File: src/rtl/ogege_pkg.sv
// Shared types and constants for the host-side text area port.
package ogege_pkg;

  localparam int unsigned TEXT_ADDR_W = 7;
  localparam int unsigned TEXT_DATA_W = 8;

  // Edge on which text-side outputs may change; pix_clk rises two cycles later.
  localparam logic [1:0] PIX_PHASE_LAUNCH = 2'd1;

  typedef enum logic [1:0] {
    IDLE   = 2'd0,
    STROBE = 2'd1,
    GAP    = 2'd2
  } hp_state_t;

  typedef struct packed {
    logic                   wr;
    logic [TEXT_ADDR_W-1:0] addr;
    logic [TEXT_DATA_W-1:0] data;
  } hp_cmd_t;

endpackage

File: src/rtl/text_host_port_if.sv
// Host command/response bus between the CPU and the text host port.
interface text_host_port_if #(
  parameter int unsigned ADDR_W = ogege_pkg::TEXT_ADDR_W,
  parameter int unsigned DATA_W = ogege_pkg::TEXT_DATA_W
);

  logic              cmd_valid;
  logic              cmd_ready;
  logic              cmd_wr;
  logic [ADDR_W-1:0] cmd_addr;
  logic [DATA_W-1:0] cmd_data;
  logic              rsp_valid;
  logic [DATA_W-1:0] rsp_data;

  modport master (
    output cmd_valid, cmd_wr, cmd_addr, cmd_data,
    input  cmd_ready, rsp_valid, rsp_data
  );

  modport slave (
    input  cmd_valid, cmd_wr, cmd_addr, cmd_data,
    output cmd_ready, rsp_valid, rsp_data
  );

endinterface

File: src/rtl/sync_fifo.sv
// Single-clock show-ahead FIFO; pushes when full and pops when empty are ignored.
module sync_fifo #(
  parameter int unsigned DEPTH = 8,
  parameter int unsigned WIDTH = 16
) (
  input  logic                   clk,
  input  logic                   rst_n,
  input  logic                   i_push,
  input  logic [WIDTH-1:0]       i_wdata,
  input  logic                   i_pop,
  output logic [WIDTH-1:0]       o_rdata_c,
  output logic                   o_full_c,
  output logic                   o_empty_c,
  output logic [$clog2(DEPTH):0] o_level
);

  localparam int unsigned AW = $clog2(DEPTH);

  logic [WIDTH-1:0] mem_q [DEPTH];
  logic [WIDTH-1:0] mem_d [DEPTH];
  logic [AW-1:0]    wr_ptr_q, wr_ptr_d;
  logic [AW-1:0]    rd_ptr_q, rd_ptr_d;
  logic [AW:0]      level_q, level_d;
  logic             do_push, do_pop;

  assign o_full_c  = (level_q == (AW+1)'(DEPTH));
  assign o_empty_c = (level_q == '0);
  assign o_rdata_c = mem_q[rd_ptr_q];
  assign o_level   = level_q;
  assign do_push   = i_push & ~o_full_c;
  assign do_pop    = i_pop & ~o_empty_c;

  // Pointers wrap naturally because DEPTH is a power of two.
  always_comb begin
    mem_d = mem_q;
    if (do_push) begin
      mem_d[wr_ptr_q] = i_wdata;
    end
    wr_ptr_d = wr_ptr_q + AW'(do_push);
    rd_ptr_d = rd_ptr_q + AW'(do_pop);
    level_d  = level_q + (AW+1)'(do_push) - (AW+1)'(do_pop);
  end

  always_ff @(posedge clk or negedge rst_n) begin
    if (!rst_n) begin
      mem_q    <= '{default: '0};
      wr_ptr_q <= '0;
      rd_ptr_q <= '0;
      level_q  <= '0;
    end else begin
      mem_q    <= mem_d;
      wr_ptr_q <= wr_ptr_d;
      rd_ptr_q <= rd_ptr_d;
      level_q  <= level_d;
    end
  end

endmodule

File: src/rtl/text_host_port.sv
// Queues CPU register commands and replays each as one pix_clk-wide rd/wr strobe
// into the text area, returning read data as a single-cycle response pulse.
module text_host_port
  import ogege_pkg::*;
#(
  parameter int unsigned FIFO_DEPTH = 8,
  parameter int unsigned ADDR_W     = TEXT_ADDR_W,
  parameter int unsigned DATA_W     = TEXT_DATA_W,
  parameter bit          BLANK_ONLY = 1'b0
) (
  input  logic                        clk_100mhz,
  input  logic                        rstn_i,
  input  logic [1:0]                  i_pix_phase,
  input  logic                        i_blank,
  text_host_port_if.slave             host,
  output logic                        o_text_rd,
  output logic                        o_text_wr,
  output logic [ADDR_W-1:0]           o_text_addr,
  output logic [DATA_W-1:0]           o_text_data,
  input  logic [DATA_W-1:0]           i_text_data,
  output logic [$clog2(FIFO_DEPTH):0] o_fifo_level
);

  localparam int unsigned CMD_W = 1 + ADDR_W + DATA_W;

  typedef struct packed {
    logic              wr;
    logic [ADDR_W-1:0] addr;
    logic [DATA_W-1:0] data;
  } cmd_t;

  cmd_t      push_cmd, head_cmd;
  logic      push, pop, full, empty, launch, issue_ok;

  hp_state_t         state_q, state_d;
  logic              rd_q, rd_d;
  logic              wr_q, wr_d;
  logic              is_rd_q, is_rd_d;
  logic [ADDR_W-1:0] addr_q, addr_d;
  logic [DATA_W-1:0] data_q, data_d;
  logic              rsp_valid_q, rsp_valid_d;
  logic [DATA_W-1:0] rsp_data_q, rsp_data_d;

  assign push_cmd       = cmd_t'{wr: host.cmd_wr, addr: host.cmd_addr, data: host.cmd_data};
  assign push           = host.cmd_valid & ~full;
  assign host.cmd_ready = ~full;

  sync_fifo #(
    .DEPTH (FIFO_DEPTH),
    .WIDTH (CMD_W)
  ) u_fifo (
    .clk       (clk_100mhz),
    .rst_n     (rstn_i),
    .i_push    (push),
    .i_wdata   (push_cmd),
    .i_pop     (pop),
    .o_rdata_c (head_cmd),
    .o_full_c  (full),
    .o_empty_c (empty),
    .o_level   (o_fifo_level)
  );

  assign launch   = (i_pix_phase == PIX_PHASE_LAUNCH);
  assign issue_ok = ~empty & (!BLANK_ONLY || i_blank);

  // Every text-side change lands on a launch edge, so addr/data settle before pix_clk rises.
  always_comb begin
    state_d     = state_q;
    rd_d        = rd_q;
    wr_d        = wr_q;
    is_rd_d     = is_rd_q;
    addr_d      = addr_q;
    data_d      = data_q;
    rsp_valid_d = 1'b0;
    rsp_data_d  = rsp_data_q;
    pop         = 1'b0;
    case (state_q)
      IDLE: begin
        if (launch && issue_ok) begin
          pop     = 1'b1;
          addr_d  = head_cmd.addr;
          data_d  = head_cmd.data;
          wr_d    = head_cmd.wr;
          rd_d    = ~head_cmd.wr;
          is_rd_d = ~head_cmd.wr;
          state_d = STROBE;
        end
      end
      STROBE: begin
        if (launch) begin
          rd_d    = 1'b0;
          wr_d    = 1'b0;
          state_d = GAP;
        end
      end
      GAP: begin
        // Text area has had a full pix period to present read data.
        if (launch) begin
          if (is_rd_q) begin
            rsp_valid_d = 1'b1;
            rsp_data_d  = i_text_data;
          end
          state_d = IDLE;
        end
      end
      default: state_d = IDLE;
    endcase
  end

  always_ff @(posedge clk_100mhz or negedge rstn_i) begin
    if (!rstn_i) begin
      state_q     <= IDLE;
      rd_q        <= 1'b0;
      wr_q        <= 1'b0;
      is_rd_q     <= 1'b0;
      addr_q      <= '0;
      data_q      <= '0;
      rsp_valid_q <= 1'b0;
      rsp_data_q  <= '0;
    end else begin
      state_q     <= state_d;
      rd_q        <= rd_d;
      wr_q        <= wr_d;
      is_rd_q     <= is_rd_d;
      addr_q      <= addr_d;
      data_q      <= data_d;
      rsp_valid_q <= rsp_valid_d;
      rsp_data_q  <= rsp_data_d;
    end
  end

  assign o_text_rd      = rd_q;
  assign o_text_wr      = wr_q;
  assign o_text_addr    = addr_q;
  assign o_text_data    = data_q;
  assign host.rsp_valid = rsp_valid_q;
  assign host.rsp_data  = rsp_data_q;

endmodule

File: src/flat_wrapper.sv
// flat-port wrapper written by rule: the top's interface ports become plain ports
module text_host_port_flat import ogege_pkg::*;
#(
  parameter int unsigned FIFO_DEPTH = 8,
  parameter int unsigned ADDR_W     = TEXT_ADDR_W,
  parameter int unsigned DATA_W     = TEXT_DATA_W,
  parameter bit          BLANK_ONLY = 1'b0
)
  (clk_100mhz, rstn_i, i_pix_phase, i_blank, o_text_rd, o_text_wr, o_text_addr, o_text_data, i_text_data, o_fifo_level, host_cmd_valid, host_cmd_wr, host_cmd_addr, host_cmd_data, host_cmd_ready, host_rsp_valid, host_rsp_data);
  text_host_port_if #(.ADDR_W(ADDR_W), .DATA_W(DATA_W)) host_i ();
  input  logic clk_100mhz;
  input  logic rstn_i;
  input  logic [1:0] i_pix_phase;
  input  logic i_blank;
  output logic o_text_rd;
  output logic o_text_wr;
  output logic [ADDR_W-1:0] o_text_addr;
  output logic [DATA_W-1:0] o_text_data;
  input  logic [DATA_W-1:0] i_text_data;
  output logic [$clog2(FIFO_DEPTH):0] o_fifo_level;
  input wire logic [$bits(host_i.cmd_valid)-1:0] host_cmd_valid;
  input wire logic [$bits(host_i.cmd_wr)-1:0] host_cmd_wr;
  input wire logic [$bits(host_i.cmd_addr)-1:0] host_cmd_addr;
  input wire logic [$bits(host_i.cmd_data)-1:0] host_cmd_data;
  output wire logic [$bits(host_i.cmd_ready)-1:0] host_cmd_ready;
  output wire logic [$bits(host_i.rsp_valid)-1:0] host_rsp_valid;
  output wire logic [$bits(host_i.rsp_data)-1:0] host_rsp_data;
  assign host_i.cmd_valid = host_cmd_valid;
  assign host_i.cmd_wr = host_cmd_wr;
  assign host_i.cmd_addr = host_cmd_addr;
  assign host_i.cmd_data = host_cmd_data;
  assign host_cmd_ready = host_i.cmd_ready;
  assign host_rsp_valid = host_i.rsp_valid;
  assign host_rsp_data = host_i.rsp_data;
  text_host_port #(.FIFO_DEPTH(FIFO_DEPTH), .ADDR_W(ADDR_W), .DATA_W(DATA_W), .BLANK_ONLY(BLANK_ONLY)) u_core (.clk_100mhz(clk_100mhz), .rstn_i(rstn_i), .i_pix_phase(i_pix_phase), .i_blank(i_blank), .host(host_i), .o_text_rd(o_text_rd), .o_text_wr(o_text_wr), .o_text_addr(o_text_addr), .o_text_data(o_text_data), .i_text_data(i_text_data), .o_fifo_level(o_fifo_level));
endmodule
File: config.mk
export PLATFORM = sky130hd
export DESIGN_NAME = text_host_port_flat
export DESIGN_NICKNAME = d
export VERILOG_FILES = /design/src/rtl/ogege_pkg.sv /design/src/rtl/text_host_port_if.sv /design/src/rtl/sync_fifo.sv /design/src/rtl/text_host_port.sv /design/src/flat_wrapper.sv
export SDC_FILE = /design/constraint.sdc
export NUM_CORES = 1
export LEC_CHECK = 0
export ABC_AREA = 0
export CORE_UTILIZATION = 40
export DETAILED_ROUTE_END_ITERATION = 7
export SLEW_MARGIN = 15
export SYNTH_ARGS = -nofsm -noshare
export SYNTH_HDL_FRONTEND = slang
export SYNTH_SLANG_ARGS = --single-unit
File: constraint.sdc
create_clock -name clk_100mhz -period 6.3 [get_ports clk_100mhz]
set_input_delay 1.575 -clock clk_100mhz [delete_from_list [all_inputs] [get_ports clk_100mhz]]
set_output_delay 1.575 -clock clk_100mhz [all_outputs]
set_load 0.1 [all_outputs]
==> results of run 1 <==
-- cell families (layout without fill, tap and decap cells) --
logic type | Yosys count | count (layout) | share of synthesized area
buffers and inverters | 34 | 108 | 0.0302
flip-flops | 167 | 167 | 0.545
XOR/XNOR | 6 | 6 | 0.00686
AND/OR/NAND/NOR | 31 | 31 | 0.0289
multiplexers | 199 | 199 | 0.363
adder cells (fa/ha/maj) | 9 | 9 | 0.0157
AO/OA/AOI/OAI | 11 | 11 | 0.00980
-- final cells by class --
class | count | area [µm²]
Inverter | 8 | 30.0
Clock buffer | 29 | 561
Tap cell | 234 | 293
Fill cell | 1613 | 9740
Clock inverter | 1 | 30.0
Multi-Input combinational cell | 256 | 3260
Sequential cell | 167 | 4180
Timing Repair Buffer | 70 | 674
-- worst max-delay path, cell delays in order (launching register included) --
cell,delay (ns)
dfrtp_1,0.35
inv_1,0.08
ha_1,0.20
nor3b_4,0.17
inv_2,0.13
clkdlybuf4s50_1,1.15
-- flip-flops by register name, summed over array words and instances, names as in the netlist, 2 cells and up --
signal	count
u_core.u_fifo.wr_ptr_q	3
u_core.u_fifo.o_level	4
u_core.host.rsp_data	8
u_core.o_text_data	8
u_core.state_q	2
u_core.u_fifo.rd_ptr_q	3
u_core.o_text_addr	7
u_core.u_fifo.mem_q	128
-- worst max-delay path by stage --
stage	depth (start not counted)	end	startpoint
2_1_floorplan	4	host_cmd_ready	u_core.u_fifo.o_level[2]
3_3_place_gp	8	u_core.u_fifo.o_level[3]	i_pix_phase[0]
3_5_place_dp	8	u_core.u_fifo.o_level[3]	i_pix_phase[0]
4_1_cts	5	host_cmd_ready	u_core.u_fifo.o_level[2]
5_1_grt	5	host_cmd_ready	u_core.u_fifo.o_level[2]
6_report	5	host_cmd_ready	u_core.u_fifo.o_level[2]
-- where the power goes --
group          switching, µW  internal [µW]
clock network            386            636
registers                327           1610
logic                   1280           1160
-- per-layer routing --
layer | wire (µm) | GRT usage | part of all wire
met3 | 470 | 0.0390 | 0.031
met1 | 6940 | 0.210 | 0.45
met2 | 7710 | 0.284 | 0.50
met4 | 246 | 0.0602 | 0.016
met5 | 13 | 0 | 0.00085
-- cell usage after synthesis (2+ instances only) --
| cell type | n | share of area |
|---|---|---|
| mux4_1 | 28 | 0.096 |
| mux4_2 | 3 | 0.0088 |
| nand2_1 | 7 | 0.0034 |
| clkbuf_1 | 5 | 0.0024 |
| nor2b_1 | 2 | 0.0016 |
| buf_12 | 2 | 0.0052 |
| inv_1 | 5 | 0.0024 |
| nor2_1 | 2 | 0.00098 |
| xor2_1 | 5 | 0.0057 |
| or3_1 | 2 | 0.0016 |
| mux2_4 | 24 | 0.047 |
| mux2_1 | 4 | 0.0059 |
| a31oi_1 | 2 | 0.0016 |
| dfrtp_1 | 167 | 0.55 |
| buf_2 | 9 | 0.0059 |
| a21oi_1 | 3 | 0.0020 |
| buf_4 | 4 | 0.0039 |
| mux2_2 | 139 | 0.20 |
| nand4_1 | 4 | 0.0033 |
| buf_6 | 6 | 0.0088 |
| inv_2 | 3 | 0.0015 |
| ha_1 | 8 | 0.013 |
| and4_1 | 2 | 0.0023 |
-- stage by stage --
stage | hold slack, ns | utilization | cells
2_1_floorplan | 0.449 | - | 457
3_3_place_gp | 0.459 | 0.449 | 735
3_5_place_dp | 0.471 | 0.449 | 735
4_1_cts | 0.494 | 0.481 | 765
5_1_grt | 0.512 | 0.481 | 765
6_report | 0.492 | 0.481 | 765
==> summary.txt, run 1 <==
Ant. Diodes: 0
setup bufs post-CTS: 0
Reg2Reg Setup Slack: 3.75 ns
WL final: 15.4 mm
First DRT Iteration DRCs: 225
Routed WL per cell: 20.1 µm
Worst VDD drop: 0.194 mV
Post-DRT Antenna Nets: 0
reg2reg start: u_core.state_q[0]
Slew headroom: 0.268
number of synthesized register bits: 167
Hold Path Stages: 1
peak fanout along the critical path: 8
data arrival time of the worst path: 2.49 ns
Crit Path Class: register to primary output
cell area after layout: 9020 µm²
grt total ovfl: 0
die area: 19700 µm²
Reg-to-Reg End: u_core.u_fifo.o_level[3]
largest net degree at the start of global routing: 60
fraction of registers with async set/reset: 1.00
HP Class: register to register
Core Box Area: 18800 µm²
sequential area share after synthesis: 0.545
CTS tree: built
gpl congestion: 0.718
Starting Density: 0.408
RSZ-0062 raised after global routing: no
final setup vio count: 0
CP endpoint kind: primary output
P per Cell Area: 599 nW/µm²
Reg2Reg Depth: 7
f_max: 0.246 GHz
Power, Total: 5400 µW
worst slew pin tran: 1.10 ns
setup ws final: 2.23 ns
status: completed
first drt pass iteration count: 4
share of layout cells above drive strength 1: 0.405
via count: 4150
CTS Buffer Depth: 2
Endpoint, Worst Hold: u_core.u_fifo.mem_q[24]
Synth Flop Type: dfrtp_1
Via-to-Cell Ratio: 5.42
max-cap violations: 0
area delta synth->final: 17.7%
Clock transition at path regs: 0.06 ns
setup TNS: 0 ns
Worst-Skew Late Latency: 0.41 ns
Worst Path Required: 4.72 ns
# resized after CTS: 0
Synth Instances: 457
Hold Startpoint: u_core.u_fifo.mem_q[24]
Syn Nets: 496
Synth cell types: 44
Final period util: 0.645
fin crit period: 4.07 ns
placed wire-length estimate: 9.07 mm
CTS Buf Count: 17
most frequent cells in the layout: 166 x dfrtp_1, 139 x mux2_2, 58 x clkdlybuf4s50_1
first-pass GRT wire length: 24.8 mm
drc violations: 0
Clock H-tree levels: 4
setup slack at placement: 2.17 ns
Fin Clk Skew: 0.00648 ns
CP Launch Type: register
cts hold-fix bufs: 0
PortBufs: 59
vias in the first global route: 4481
Yosys warnings: 0
synthesized area per cell: 16.8 µm²
Cell Area, Synth: 7660 µm²
io pins: 61
Clock Tree Root: clkbuf_16
die width: 140 µm
Post-synth EDFFs: 0
Std-Cell Rows: 50
Slew Limit Fails: 0
initial antenna violation count: 1
Fin. Hold Viols: 0
Die Y: 140 µm
Leak Pwr: 0.00397 µW
most common cell after layout, fill and taps aside: dfrtp_1
area of placed instances: 8430 µm²
clock sinks: 167
GRT Total Usage: 0.168
Final #Nets: 559
Power figures use the tool's default switching activity.
==> inputs of run 2 (changes only) <==
Clock period 6.3 ns to 3.7 ns, I/O delays scaled along.
==> run 2 against run 1 <==
Register-to-register slack worse by 2.3 ns; flip-flop and latch count unchanged; die area unchanged; combinational power up 69%; sequential power up 71%; utilization up 0.12 points; largest cell class unchanged; largest power group unchanged; critical path depth down 4; count of clock-buffer cells in the layout down 9; clock skew up 0.0025 ns; non-clock buffer count up 3.
==> summary.txt, run 2 (synthesized netlist as in run 1, its figures left out) <==
most frequent cells in the layout: 166 x dfrtp_1, 139 x mux2_2, 46 x clkdlybuf4s50_1 (was 166 x dfrtp_1, 139 x mux2_2, 58 x clkdlybuf4s50_1)
RSZ-0062 raised after global routing: no (unchanged)
GRT Total Usage: 0.164 (was 0.168)
HP Class: register to register (unchanged)
critical path depth: 1 (was 5)
gpl congestion: 0.747 (was 0.718)
First DRT Iteration DRCs: 199 (was 225)
die width: 140 µm (unchanged)
cts hold-fix bufs: 0 (unchanged)
Largest register FFs: 128 (unchanged)
initial antenna violation count: 1 (unchanged)
CP endpoint kind: primary output (unchanged)
CTS tree: built (unchanged)
Hold Path Stages: 1 (unchanged)
first-pass GRT wire length: 24.1 mm (was 24.8 mm)
io pins: 61 (unchanged)
fin crit period: 2.86 ns
die area: 19700 µm² (unchanged)
Fin Clk Skew: 0.00894 ns (was 0.00648 ns)
data arrival time of the worst path: 1.93 ns (was 2.49 ns)
Core Box Area: 18800 µm² (unchanged)
critical path's slowest cell: clkdlybuf4s50_1 (unchanged)
CP Buf/Inv Count: 1 (was 3)
peak fanout along the critical path: 2 (was 8)
grt total ovfl: 0 (unchanged)
via count: 4135 (was 4150)
vias in the first global route: 4384 (was 4481)
Ant. Diodes: 0 (unchanged)
Worst Path Required: 2.77 ns (was 4.72 ns)
Max stage delay on crit path: 1.16 ns (was 1.15 ns)
Final period util: 0.772
critical path's top delay family: buffers and inverters (unchanged)
Std-Cell Rows: 50 (unchanged)
Via-to-Cell Ratio: 5.37 (was 5.42)
share of layout cells above drive strength 1: 0.437 (was 0.405)
CTS Buffer Depth: 2 (unchanged)
Worst-Skew Late Latency: 0.42 ns (was 0.41 ns)
Die Y: 140 µm (unchanged)
worst slew pin tran: 0.992 ns (was 1.10 ns)
# resized after CTS: 0 (unchanged)
setup bufs post-CTS: 0 (unchanged)
CTS Buf Count: 17 (unchanged)
placed wire-length estimate: 9.04 mm (was 9.07 mm)
Leak Pwr: 0.00399 µW (was 0.00397 µW)
Crit Path Class: register to primary output (unchanged)
clock sinks: 167 (unchanged)
crit-path cells: clkdlybuf4s50_1 (was inv_1, ha_1, nor3b_4, inv_2, clkdlybuf4s50_1)
Largest Register: u_core.u_fifo.mem_q (unchanged)
Fin. Hold Viols: 0 (unchanged)
Slew Limit Fails: 0 (unchanged)
Clock H-tree levels: 4 (unchanged)
most common cell after layout, fill and taps aside: dfrtp_1 (unchanged)
largest net degree at the start of global routing: 90 (was 60)
Reg2Reg Depth: 7 (unchanged)
drc violations: 0 (unchanged)
Clock transition at path regs: 0.06 ns (about the same)
PortBufs: 59 (unchanged)
first drt pass iteration count: 4 (unchanged)
status: completed (unchanged)
WL final: 15.0 mm (was 15.4 mm)
CP Launch Type: register (unchanged)
max-cap violations: 0 (unchanged)
Routed WL per cell: 19.4 µm (was 20.1 µm)
final setup vio count: 0 (unchanged)
setup TNS: 0 ns (unchanged)
Slew headroom: 0.336 (was 0.268)
filler cell count in the final layout: 1605 (was 1613)
Worst VDD drop: 0.333 mV (was 0.194 mV)
f_max: 0.350 GHz
Starting Density: 0.408 (unchanged)
FF+latch area: 4180 µm² (unchanged)
Post-DRT Antenna Nets: 0 (unchanged)
area delta synth->final: 18.0% (was 17.7%)
Clock Tree Root: clkbuf_16 (unchanged)
Final #Nets: 562 (was 559)
Power, Total: 9220 µW (was 5400 µW)
P per Cell Area: 1020 nW/µm² (was 599 nW/µm²)
multi-input logic area: 3260 µm² (unchanged)
-- run 2: cell types whose count changed in the layout (fill, tap and decap cells not counted), sizes merged --
cell | before | now
buf | 12 | 27
bufinv | 1 | 3
clkbuf | 29 | 20
clkdlybuf4s50 | 58 | 46
clkinv | 0 | 4
clkinvlp | 0 | 5
-- run 2: metal layers --
metal | GRT usage | routed length, µm | vias to the layer above
met2 | 0.277 | 7580 | 72
met3 | 0.0338 | 416 | 21
li1 | - | - | 1853
met5 | 0 | 13 | -
met4 | 0.0636 | 269 | 2
met1 | 0.207 | 6680 | 2187
-- run 2: worst paths after layout --
kind,startpoint,to,slack (ns)
worst max register to register,u_core.state_q[0],u_core.u_fifo.o_level[3],1.45
worst min register to register,u_core.u_fifo.mem_q[95],u_core.u_fifo.mem_q[95],0.49
min in group asynchronous,rstn_i,u_core.o_text_addr[0],0.55
max in group asynchronous,rstn_i,u_core.u_fifo.mem_q[0],2.26
worst min-delay path,u_core.u_fifo.mem_q[95],u_core.u_fifo.mem_q[95],0.49
worst max-delay path,u_core.o_text_data[5],o_text_data[5],0.84
-- run 2: where the power goes --
part	total, µW	switching, µW	internal (µW)	leakage (µW)
registers	3310	564	2750	0.00201
clock network	1790	699	1090	0.000284
logic	4120	2150	1970	0.00169
total	9220	3420	5810	0.00399
-- run 2: final cells by class --
class                           count  share of cell area
Sequential cell                   167               0.462
Multi-Input combinational cell    256               0.360
Timing Repair Buffer               73              0.0751
Clock buffer                       20              0.0505
Tap cell                          234              0.0324
Clock inverter                     12              0.0167
Inverter                            8             0.00332
-- run 2: per-stage QoR --
| stage | hold slack (ns) | util | setup slack, ns | instances | instance area, µm² |
|---|---|---|---|---|---|
| floorplan | 0.449 | - | 0.589 | 457 | 7660 |
| global placement | 0.459 | 0.450 | 0.562 | 738 | 8440 |
| detailed placement | 0.475 | 0.450 | 0.521 | 738 | 8440 |
| CTS | 0.489 | 0.482 | 0.820 | 770 | 9050 |
| global route | 0.503 | 0.482 | 0.783 | 770 | 9050 |
| finish | 0.488 | 0.482 | 0.842 | 770 | 9050 |
==> inputs of run 3 (changes only) <==
Clock period 3.7 ns to 2.37 ns, I/O delays scaled along.
==> run 3 against run 2 <==
Utilization grew 1.5 points; clock power is 70% higher; count of clock-buffer cells in the layout decreased by 3; critical endpoint is now host_cmd_ready.
==> summary.txt, run 3 (synthesized netlist as in run 1, its figures left out) <==
Clock H-tree levels: 4 (unchanged)
Clock transition at path regs: 0.06 ns (about the same)
first-pass GRT wire length: 24.8 mm (was 24.1 mm)
P per Cell Area: 1590 nW/µm² (was 1020 nW/µm²)
Fin. Hold Viols: 0 (unchanged)
final core utilization: 0.497 (was 0.482)
Fin Clk Skew: 0.0106 ns (was 0.00894 ns)
peak fanout along the critical path: 4 (was 2)
GRT Total Usage: 0.169 (was 0.164)
WHS: 0.0988 ns (was 0.488 ns)
Largest Register: u_core.u_fifo.mem_q (unchanged)
WL final: 15.3 mm (was 15.0 mm)
Worst-Skew Late Latency: 0.43 ns (was 0.42 ns)
setup slack at placement: -0.330 ns (was 0.521 ns)
die area: 19700 µm² (unchanged)
largest net degree at the start of global routing: 53 (was 90)
share of layout cells above drive strength 1: 0.500 (was 0.437)
most common cell after layout, fill and taps aside: dfrtp_1 (unchanged)
die width: 140 µm (unchanged)
Die Y: 140 µm (unchanged)
Max stage delay on crit path: 0.49 ns (was 1.16 ns)
worst slew pin tran: 0.461 ns (was 0.992 ns)
HP Class: primary input to asynchronous set/reset pin (was register to register)
io pins: 61 (unchanged)
fin crit period: 2.29 ns
CTS Buf Count: 17 (unchanged)
Reg2Reg Depth: 7 (unchanged)
grt total ovfl: 0 (unchanged)
setup TNS: 0 ns (unchanged)
area delta synth->final: 21.6% (was 18.0%)
placed wire-length estimate: 9.34 mm (was 9.04 mm)
Slew headroom: 0.688 (was 0.336)
Ant. Diodes: 0 (unchanged)
PortBufs: 59 (unchanged)
initial antenna violation count: 0 (was 1)
Final #Nets: 574 (was 562)
drc violations: 0 (unchanged)
CTS Buffer Depth: 2 (unchanged)
Via-to-Cell Ratio: 5.32 (was 5.37)
Worst Path Required: 1.78 ns (was 2.77 ns)
crit-path cells: inv_4, ha_4, nor3b_4, bufinv_8, buf_12 (was clkdlybuf4s50_1)
Clock Tree Root: clkbuf_16 (unchanged)
Core Box Area: 18800 µm² (unchanged)
Post-DRT Antenna Nets: 0 (unchanged)
f_max: 0.436 GHz
Final period util: 0.967
setup ws final: 0.0776 ns (was 0.842 ns)
vias in the first global route: 4526 (was 4384)
CP endpoint kind: primary output (unchanged)
Worst VDD drop: 0.572 mV (was 0.333 mV)
Largest register FFs: 128 (unchanged)
Routed WL per cell: 19.5 µm (was 19.4 µm)
max-cap violations: 0 (unchanged)
critical path's slowest cell: dfrtp_4 (was clkdlybuf4s50_1)
status: completed (unchanged)
gpl congestion: 0.744 (was 0.747)
via count: 4158 (was 4135)
final setup vio count: 0 (unchanged)
First DRT Iteration DRCs: 176 (was 199)
Leak Pwr: 0.00416 µW (was 0.00399 µW)
CP Launch Type: register (unchanged)
Starting Density: 0.408 (unchanged)
CTS tree: built (unchanged)
Crit Path Class: register to primary output (unchanged)
filler cell count in the final layout: 1600 (was 1605)
Slew Limit Fails: 0 (unchanged)
clock sinks: 167 (unchanged)
RSZ-0062 raised after global routing: no (unchanged)
Std-Cell Rows: 50 (unchanged)
data arrival time of the worst path: 1.70 ns (was 1.93 ns)
most frequent cells in the layout: 163 x dfrtp_1, 139 x mux2_2, 45 x buf_4 (was 166 x dfrtp_1, 139 x mux2_2, 46 x clkdlybuf4s50_1)
first drt pass iteration count: 4 (unchanged)
Power, Total: 14900 µW (was 9220 µW)
==> run 3: cell types whose count changed in the layout (fill, tap and decap cells not counted), moves of 2 or more <==
cell,before,now
buf_12,1,12
dfrtp_4,0,2
clkbuf_8,2,0
dfrtp_1,166,163
buf_4,25,45
inv_6,0,2
clkdlybuf4s50_1,46,27
bufinv_16,3,5
==> run 3: critical path: cells and delay by family, from the launching register on <==
| kind | cells | cell delay, ns |
|---|---|---|
| adder cells (fa/ha/maj) | 1 | 0.12 |
| buffers and inverters | 3 | 0.47 |
| AND/OR/NAND/NOR | 1 | 0.20 |
| flip-flops | 1 | 0.49 |
==> run 3: where the power goes <==
part	internal, µW	switching, µW
Combinational	3220	3550
Clock	1870	1170
Sequential	4300	757
Total	9400	5470
==> run 3: repair_timing <==
| item | 4_1_cts | 5_1_grt |
|---|---|---|
| buffers inserted | 1 | 3 |
| resized for setup | 0 | 3 |
| setup endpoints to repair | 1 | 1 |
| hold buffers | 0 | 0 |
==> run 3: layer usage <==
layer  up-vias  routed length, µm  track usage
met5         -                  0            0
met2        66               7530        0.282
li1       1872                  -            -
met1      2197               7020        0.214
met3        23                385       0.0328
met4         0                315       0.0729
==> run 3: per-stage QoR <==
stage / cell area, µm² / cells
after floorplan: 7700 / 457
after global placement: 8620 / 746
after detailed placement: 8620 / 746
after CTS: 9280 / 779
after global routing: 9320 / 782
final: 9320 / 782
==> run 3: worst paths after layout <==
path,start,endpoint,slack [ns]
max,u_core.u_fifo.o_level[2],host_cmd_ready,0.08
min,rstn_i,u_core.u_fifo.mem_q[7],0.1
max reg2reg,u_core.u_fifo.o_level[3],u_core.u_fifo.mem_q[5],0.16
min reg2reg,u_core.u_fifo.mem_q[30],u_core.u_fifo.mem_q[30],0.48
max in group asynchronous,rstn_i,u_core.u_fifo.wr_ptr_q[1],1.53
min in group clk_100mhz,u_core.u_fifo.mem_q[30],u_core.u_fifo.mem_q[30],0.48
==> run 3: area by class of cell <==
| type | count | area [µm²] | share of cell area |
|---|---|---|---|
| Clock inverter | 15 | 225 | 0.0242 |
| Sequential cell | 167 | 4190 | 0.449 |
| Inverter | 8 | 46.3 | 0.00497 |
| Timing Repair Buffer | 85 | 860 | 0.0922 |
| Multi-Input combinational cell | 256 | 3280 | 0.352 |
| Clock buffer | 17 | 425 | 0.0456 |
| Tap cell | 234 | 293 | 0.0314 |
